`src/rtl/keccak_byte_feeder_if.sv`:
```
// Byte-stream to keccak word-input bundle.
// Signals:
//   byte_in[7:0], byte_valid, byte_last, byte_ready  - byte stream (source -> feeder)
//   empty_msg                                        - zero-length message request
//   word[63:0], word_valid, word_last,
//   word_byte_num[2:0], word_ack                     - keccak input port (feeder -> core)
//   done                                             - final word consumed
// Modports:
//   master - the feeder side (drives byte_ready, the word bus and done)
//   slave  - the environment side (byte source plus keccak core)
interface keccak_byte_feeder_if;
  logic [7:0]  byte_in;
  logic        byte_valid;
  logic        byte_last;
  logic        byte_ready;
  logic        empty_msg;
  logic [63:0] word;
  logic        word_valid;
  logic        word_last;
  logic [2:0]  word_byte_num;
  logic        word_ack;
  logic        done;

  modport master (
    input  byte_in, byte_valid, byte_last, empty_msg, word_ack,
    output byte_ready, word, word_valid, word_last, word_byte_num, done
  );

  modport slave (
    output byte_in, byte_valid, byte_last, empty_msg, word_ack,
    input  byte_ready, word, word_valid, word_last, word_byte_num, done
  );
endinterface

```
`src/rtl/keccak_byte_feeder.sv`:
```
// keccak_byte_feeder
// Packs a byte stream little-endian into 64-bit words and drives the keccak
// core's word-input handshake, terminating the message with a correctly
// marked final word (partial word with byte count, or an all-zero word with
// byte_num=0 when the message length is a multiple of 8). One message per
// reset; after the final word is consumed, done stays high until reset.
// Ports:
//   clk    - clock, all logic on posedge
//   reset  - synchronous active-high reset, clears all state
//   bus    - keccak_byte_feeder_if.master (byte stream in, keccak word bus out)
module keccak_byte_feeder (
  input  logic                 clk,
  input  logic                 reset,
  keccak_byte_feeder_if.master bus
);

  typedef enum logic [1:0] {
    FILL  = 2'd0,
    TAIL  = 2'd1,
    LASTW = 2'd2,
    DONE  = 2'd3
  } state_t;

  state_t      state_reg, state_next;
  logic [63:0] acc_reg, acc_next;
  logic [2:0]  cnt_reg, cnt_next;
  logic        ov_reg, ov_next;
  logic [63:0] word_reg, word_next;
  logic        last_reg, last_next;
  logic [2:0]  bnum_reg, bnum_next;
  logic        taken_reg, taken_next;   // at least one byte taken since reset

  logic [63:0] merged;                  // accumulator with the incoming byte in lane cnt
  logic        acked;
  logic        empty_take;
  logic        byte_ready_int;
  logic        take;

  // Lanes above cnt are always zero in the accumulator (it is cleared on
  // every word load), so a final partial word needs no extra masking.
  for (genvar gi = 0; gi < 8; gi++) begin : g_lane
    assign merged[gi*8 +: 8] = (cnt_reg == 3'(gi)) ? bus.byte_in : acc_reg[gi*8 +: 8];
  end

  assign acked      = ov_reg && bus.word_ack;
  assign empty_take = (state_reg == FILL) && (cnt_reg == 3'd0) && !ov_reg &&
                      !taken_reg && bus.empty_msg;
  // Combinational from word_ack: a byte completing a word may be taken in
  // the same cycle the previous word leaves the output register.
  assign byte_ready_int = (state_reg == FILL) && (!ov_reg || bus.word_ack) && !empty_take;
  assign take           = bus.byte_valid && byte_ready_int;

  always_comb begin
    state_next = state_reg;
    acc_next   = acc_reg;
    cnt_next   = cnt_reg;
    ov_next    = ov_reg;
    word_next  = word_reg;
    last_next  = last_reg;
    bnum_next  = bnum_reg;
    taken_next = taken_reg;

    // Output word leaves at the acked edge; any load below overrides this.
    if (acked) begin
      ov_next = 1'b0;
    end

    case (state_reg)
      FILL: begin
        if (empty_take) begin
          ov_next    = 1'b1;
          word_next  = 64'd0;
          last_next  = 1'b1;
          bnum_next  = 3'd0;
          state_next = LASTW;
        end else if (take) begin
          taken_next = 1'b1;
          if (!bus.byte_last && cnt_reg != 3'd7) begin
            acc_next = merged;
            cnt_next = cnt_reg + 3'd1;
          end else begin
            ov_next   = 1'b1;
            word_next = merged;
            acc_next  = 64'd0;
            cnt_next  = 3'd0;
            if (!bus.byte_last) begin
              last_next = 1'b0;
              bnum_next = 3'd0;
            end else if (cnt_reg != 3'd7) begin
              last_next  = 1'b1;
              bnum_next  = cnt_reg + 3'd1;
              state_next = LASTW;
            end else begin
              // Full final word: keccak still needs an empty terminator.
              last_next  = 1'b0;
              bnum_next  = 3'd0;
              state_next = TAIL;
            end
          end
        end
      end
      TAIL: begin
        if (acked) begin
          ov_next    = 1'b1;
          word_next  = 64'd0;
          last_next  = 1'b1;
          bnum_next  = 3'd0;
          state_next = LASTW;
        end
      end
      LASTW: begin
        if (acked) begin
          state_next = DONE;
        end
      end
      DONE: begin
        state_next = DONE;
      end
      default: begin
        state_next = FILL;
      end
    endcase
  end

  always_ff @(posedge clk) begin
    if (reset) begin
      state_reg <= FILL;
      acc_reg   <= 64'd0;
      cnt_reg   <= 3'd0;
      ov_reg    <= 1'b0;
      word_reg  <= 64'd0;
      last_reg  <= 1'b0;
      bnum_reg  <= 3'd0;
      taken_reg <= 1'b0;
    end else begin
      state_reg <= state_next;
      acc_reg   <= acc_next;
      cnt_reg   <= cnt_next;
      ov_reg    <= ov_next;
      word_reg  <= word_next;
      last_reg  <= last_next;
      bnum_reg  <= bnum_next;
      taken_reg <= taken_next;
    end
  end

  assign bus.byte_ready    = byte_ready_int;
  assign bus.word          = word_reg;
  assign bus.word_valid    = ov_reg;
  assign bus.word_last     = last_reg;
  assign bus.word_byte_num = bnum_reg;
  assign bus.done          = (state_reg == DONE);

endmodule

```
`src/flat_wrapper.sv`:
```
// flat-port wrapper written by rule: the top's interface ports become plain ports
module keccak_byte_feeder_flat 
  (clk, reset, bus_byte_in, bus_byte_valid, bus_byte_last, bus_empty_msg, bus_word_ack, bus_byte_ready, bus_word, bus_word_valid, bus_word_last, bus_word_byte_num, bus_done);
  keccak_byte_feeder_if bus_i ();
  input  logic clk;
  input  logic reset;
  input wire logic [$bits(bus_i.byte_in)-1:0] bus_byte_in;
  input wire logic [$bits(bus_i.byte_valid)-1:0] bus_byte_valid;
  input wire logic [$bits(bus_i.byte_last)-1:0] bus_byte_last;
  input wire logic [$bits(bus_i.empty_msg)-1:0] bus_empty_msg;
  input wire logic [$bits(bus_i.word_ack)-1:0] bus_word_ack;
  output wire logic [$bits(bus_i.byte_ready)-1:0] bus_byte_ready;
  output wire logic [$bits(bus_i.word)-1:0] bus_word;
  output wire logic [$bits(bus_i.word_valid)-1:0] bus_word_valid;
  output wire logic [$bits(bus_i.word_last)-1:0] bus_word_last;
  output wire logic [$bits(bus_i.word_byte_num)-1:0] bus_word_byte_num;
  output wire logic [$bits(bus_i.done)-1:0] bus_done;
  assign bus_i.byte_in = bus_byte_in;
  assign bus_i.byte_valid = bus_byte_valid;
  assign bus_i.byte_last = bus_byte_last;
  assign bus_i.empty_msg = bus_empty_msg;
  assign bus_i.word_ack = bus_word_ack;
  assign bus_byte_ready = bus_i.byte_ready;
  assign bus_word = bus_i.word;
  assign bus_word_valid = bus_i.word_valid;
  assign bus_word_last = bus_i.word_last;
  assign bus_word_byte_num = bus_i.word_byte_num;
  assign bus_done = bus_i.done;
  keccak_byte_feeder u_core (.clk(clk), .reset(reset), .bus(bus_i));
endmodule
```
`config.mk`:
```
export PLATFORM = sky130hd
export DESIGN_NAME = keccak_byte_feeder_flat
export DESIGN_NICKNAME = d
export VERILOG_FILES = /design/src/rtl/keccak_byte_feeder_if.sv /design/src/rtl/keccak_byte_feeder.sv /design/src/flat_wrapper.sv
export SDC_FILE = /design/constraint.sdc
export NUM_CORES = 1
export LEC_CHECK = 0
export CORE_MARGIN = 8
export CORE_UTILIZATION = 55
export CTS_CLUSTER_SIZE = 25
export DETAILED_ROUTE_END_ITERATION = 10
export PLACE_DENSITY = 0.8
export RECOVER_POWER = 25
export SLEW_MARGIN = 5
export SYNTH_ARGS = -nofsm -noshare
export SYNTH_HDL_FRONTEND = slang
export SYNTH_SLANG_ARGS = --single-unit
```
`constraint.sdc`:
```
create_clock -name clk -period 2.5 [get_ports clk]
set_clock_uncertainty 0.2 [all_clocks]
set_input_delay 0.5 -clock clk [delete_from_list [all_inputs] [get_ports clk]]
set_output_delay 0.5 -clock clk [all_outputs]
set_load 0.05 [all_outputs]
```
# [After elaboration in Yosys (flattened, before gate mapping)]
# Cells that the tools add are included.
# W data, S select, Z words.
[totals] register_bits=139 out_inout_bits=71 wordCells=89 input_bits=14
[op_classes] add_sub_neg=1 eq_ne=16 n_reduce_logical=20 n_bitwise=1 n_mux=43
[ops] op="$mux W64" count=5
[ops] op="$pmux W64 S2" count=1
[ops] op="$mux W8" count=8
[ops] op="$mux W3" count=7
[ops] op="$mux W2" count=7
[ops] op="$eq A3 B3 Y1 const B" count=4
[ops] op="$mux W1" count=11
[ops] op="$logic_and A1 B1 Y1" count=9
[ops] op="$pmux W2 S4" count=1
[ops] op="$eq A3 B2 Y1 const B" count=2
[ops] op="$ne A3 B2 Y1 const B" count=2
[ops] op="$pmux W3 S2" count=1
[ops] op="$reduce_and A5 Y1" count=1
[ops] op="$eq A2 B2 Y1 const B" count=2
[ops] op="$logic_not A1 Y1" count=4
[ops] op="$ne A2 B1 Y1 const B" count=2
[ops] op="$pmux W1 S2" count=2
[ops] op="$reduce_and A4 Y1" count=1
[ops] op="$add A3 B1 Y3 const B" count=1
[ops] op="$eq A3 B1 Y1 const B" count=1
[ops] op="$logic_not A3 Y1" count=1
[ops] op="$ne A3 B1 Y1 const B" count=1
[ops] op="$ne A3 B3 Y1 const B" count=1
[ops] op="$reduce_and A3 Y1" count=1
[ops] op="5 further kinds" count=5

# [Depth between registers and ports, before layout]
[depth] word_depth=11 depth_mapped=9 mapped_depth_nobuf=6

# [Worst setup path after synthesis]
# Ideal clock, no wire load.
[synth_timing] kind="reg-to-output" startpoint="reg u_core.ov_reg (netlist: u_core.bus.word_valid)" endpoint="out bus_byte_ready" path_buffers=0 stages_incl_launch_ff=4 t_required_ps=1800 arrival_ps=1795 slack_ps=5 cell_sequence="dfxtp_1 nor3b_2 a211oi_2 and2_1"
[synth_between] elab_chain_cells=6 word_cells_on_any_way=8 cone_classes="reduce/logical (8)"
[synth_lines] item="start: declaration" line="keccak_byte_feeder.sv:27" rtl="logic ov_reg, ov_next;"
[synth_lines] item="start signal: assignment" line="keccak_byte_feeder.sv:139" rtl="ov_reg <= ov_next;"
[synth_lines] item="$logic_not A1 Y1 *" line="keccak_byte_feeder.sv:46, keccak_byte_feeder.sv:50"
[synth_lines] item="$logic_and A1 B1 Y1 (2 in series)" line="keccak_byte_feeder.sv:46" rtl="assign empty_take = (state_reg == FILL) && (cnt_reg == 3'd0) && !ov_reg &&"
[synth_lines] item="$logic_and A1 B1 Y1" line="keccak_byte_feeder.sv:47" rtl="!taken_reg && bus.empty_msg;"
[synth_lines] item="$logic_not A1 Y1" line="keccak_byte_feeder.sv:50" rtl="assign byte_ready_int = (state_reg == FILL) && (!ov_reg || bus.word_ack) && !empty_take;"
[synth_lines] item="$logic_and A1 B1 Y1 *" line="keccak_byte_feeder.sv:50"
[synth_lines] item="end: declaration" line="flat_wrapper.sv:12" rtl="output wire logic [$bits(bus_i.byte_ready)-1:0] bus_byte_ready;"
# Mark *: on every way between the ends. The rest lies on a longest branch, timed or not.

# [Worst setup path in the final report]
[layout_timing] startpoint="reg u_core.ov_reg (netlist: u_core.bus.word_valid)" endpoint="out bus_word_valid"
[layout_rtl] item="end: declaration" line="flat_wrapper.sv:14" rtl="output wire logic [$bits(bus_i.word_valid)-1:0] bus_word_valid;"
# No word-level cell between the ends.

==> impl_metrics.py <==
metrics = {
    "outcome": {
        "outcome": "completed",
    },
    "sta": {
        "whs_ns": 0.262,
        "finalSetupViolCount": 0,
        "slew_violations": 0,
        "hold_viol_final": 0,
        "fin_ws_ns": 0.0411,
        "worst_pin_slew_ns": 0.668,
        "period_share": 0.984,
        "max_freq_mhz": 407,
        "slew_headroom": 0.553,
        "post-route-min-period_ns": 2.46,
        "rsz0062_at_grt": "no",
    },
    "logic_synthesis": {
        "synth_area_leaders": "dfxtp_1 (44%), mux2i_1 (10%), mux2_2 (9.9%)",
        "synth_edf_count": 0,
        "synth_cells": 661,
        "synth_fp_nets": 682,
        "synth_top_cell_by_area": "dfxtp_1",
        "synth_seq_area_share": 0.435,
        "synth_top_area_frac": 0.435,
        "syn-cell-area_um2": 6390,
        "synth-async-reset-ratio": 0,
        "synth_common_cells": "dfxtp_1 (139), nand2_1 (76), nand2b_1 (75)",
        "ys_seq_elements": 139,
        "syn_avg_cell_area_um2": 9.67,
        "synth_ff_type": "dfxtp_1",
        "yosysUniqueCellTypes": 36,
        "yosysWarnings": 0,
        "yosysMostFrequentCell": "dfxtp_1",
    },
    "route": {
        "routed_wl_um": 16400,
        "drt_iter0_drc": 414,
        "drc": 0,
        "vias": 5195,
        "post_drt_wl_per_cell_um": 17.9,
        "via_per_inst": 5.65,
        "drt-pass1-iter-count": 5,
        "antenna_left": 0,
    },
    "critical_path": {
        "critPathSlowestCell": "clkdlybuf4s50_1",
        "r2r-start": "u_core.cnt_reg[0]",
        "max_stage_delay_ns": 0.86,
        "arrival_ns": 1.76,
        "critPathTopFamily": "buffers and inverters",
        "reg2regPathDepth": 7,
        "startpoint_type": "flop",
        "required_ns": 1.80,
        "path_cells": "clkdlybuf4s50_1",
        "crit_buf_inv": 1,
        "path_class": "flop to primary output",
        "crit_end": "bus_word_valid",
        "reg2reg_to": "u_core.acc_reg[43]",
        "crit_start": "u_core.bus.word_valid",
        "worstPathMaxFanout": 6,
        "end_kind": "primary output",
        "cp.depth": 1,
        "reg2reg_slack_ns": 0.05,
    },
    "placement": {
        "place_worst_setup_slack_ns": -0.0959,
        "placed_cell_area_um2": 7580,
        "hpwlAfterDp_um": 11100,
        "gp_congestion": 0.968,
        "io_buffers": 84,
        "dpl.cell_count": 886,
    },
    "global_routing": {
        "antenna_found_initial": 0,
        "grt_max_degree": 67,
        "grt_overflow": 0,
        "grt_pass1_vias": 5042,
        "track_usage": 0.220,
        "grt_pass1_wl_um": 26100,
    },
    "layout": {
        "fin_cells": 920,
        "design_area_um2": 8140,
        "drive_gt1_frac": 0.190,
        "num_antenna_cells": 0,
        "finalCoreUtilization": 0.716,
        "nets": 785,
        "area_growth_pct": 27.4,
    },
    "power_and_ir_drop": {
        "ir_worst_vdd_mv": 0.520,
        "p_per_area_nw_per_um2": 686,
        "cellLeakagePower_nw": 3.25,
    },
    "floorplanning": {
        "die_width_um": 124,
        "io_pins": 85,
        "die_height_um": 124,
        "rows": 39,
        "core_area_um2": 11400,
        "die_area_um2": 15300,
        "start_util": 0.562,
    },
    "clock_tree": {
        "cts_root_buf": "clkbuf_16",
        "cts_buffers": 17,
        "clkLatencyLatePin_ns": 0.42,
        "cts_sinks": 139,
        "cts_max_level": 4,
        "cts_tree": "yes",
        "clk_pin_slew_ns": 0.06,
        "clockBufferDepth": 2,
    },
    "hold_path": {
        "hp-class": "flop to flop",
    },
    "job": {
        "maxCapViolations": 0,
    },
}
## how the worst min path moves through the flow
| stage | start | to | slack [ns] | cells past startpoint |
|---|---|---|---|---|
| after global routing | u_core.acc_reg[58] | u_core.acc_reg[58] | 0.29 | 1 |
| final | u_core.acc_reg[57] | u_core.acc_reg[57] | 0.26 | 1 |
| after CTS | u_core.acc_reg[62] | u_core.acc_reg[62] | 0.26 | 1 |
| after detailed placement | u_core.acc_reg[63] | u_core.acc_reg[63] | 0.24 | 1 |
| after floorplan | u_core.acc_reg[56] | u_core.acc_reg[56] | 0.23 | 1 |
| after global placement | u_core.acc_reg[62] | u_core.acc_reg[62] | 0.24 | 1 |
## power breakdown
part	total [W]	switching, W	internal [W]
Combinational	0.000962	0.000565	0.000397
Sequential	0.00230	0.0000370	0.00226
Clock	0.00232	0.000941	0.00138
Total	0.00558	0.00154	0.00404
## layer usage
metal / track usage / part of all wire / vias to the layer above / wire length [um]
met2: 0.356 / 0.48 / 203 / 7850
li1: - / - / 2504 / -
met3: 0.0535 / 0.081 / 34 / 1330
met4: 0.0941 / 0.024 / 0 / 396
met1: 0.273 / 0.42 / 2454 / 6880
met5: 0 / 0 / - / 0
## stage by stage
stage	power, W	TNS, ns
after floorplan	0.00296	0
after global placement	0.00327	-5.45
after detailed placement	0.00329	-6.85
after CTS	0.00561	0
after global routing	0.00574	0
final	0.00558	0
## layout make-up
class | instances | area [um2]
inverter | 62 | 233
sequential | 139 | 2790
tap | 143 | 179
fill | 886 | 3230
timing repair buffer | 128 | 1200
multi-input combinational | 416 | 3190
clock inverter | 12 | 100
clock buffer | 20 | 447
## cells by family after synthesis
| logic type | after synthesis | share of synthesized area |
|---|---|---|
| compound gates | 89 | 0.110 |
| fa+ha+maj | 7 | 0.0137 |
| buf+inv | 106 | 0.0719 |
| simple gates | 197 | 0.166 |
| flops | 139 | 0.435 |
| mux | 123 | 0.204 |
## layout by cell type (no fill, tap or decap), types with 7 or more instances in the layout
cell             instances
a21oi_1                  9
clkbuf_1                 7
clkbuf_16               17
o21ai_0                 12
mux2_2                  56
clkdlybuf4s50_1         47
dlygate4sd3_1           34
mux2i_1                 67
nand2b_1                75
nand4_1                  7
nand2_1                 76
buf_4                   35
o32ai_1                 56
inv_1                   60
dfxtp_1                137
nor2_1                   9
## what timing repair did
action                                  in CTS  in global routing
endpoints found under the hold margin        0                  0
hold buffers                                 0                  0
setup buffers                                0                  2
endpoints found under the setup margin       1                  1
gates resized for setup                      7                  1
pin swaps                                    2                  2
Note: power is estimated with default switching activity, not from simulation.
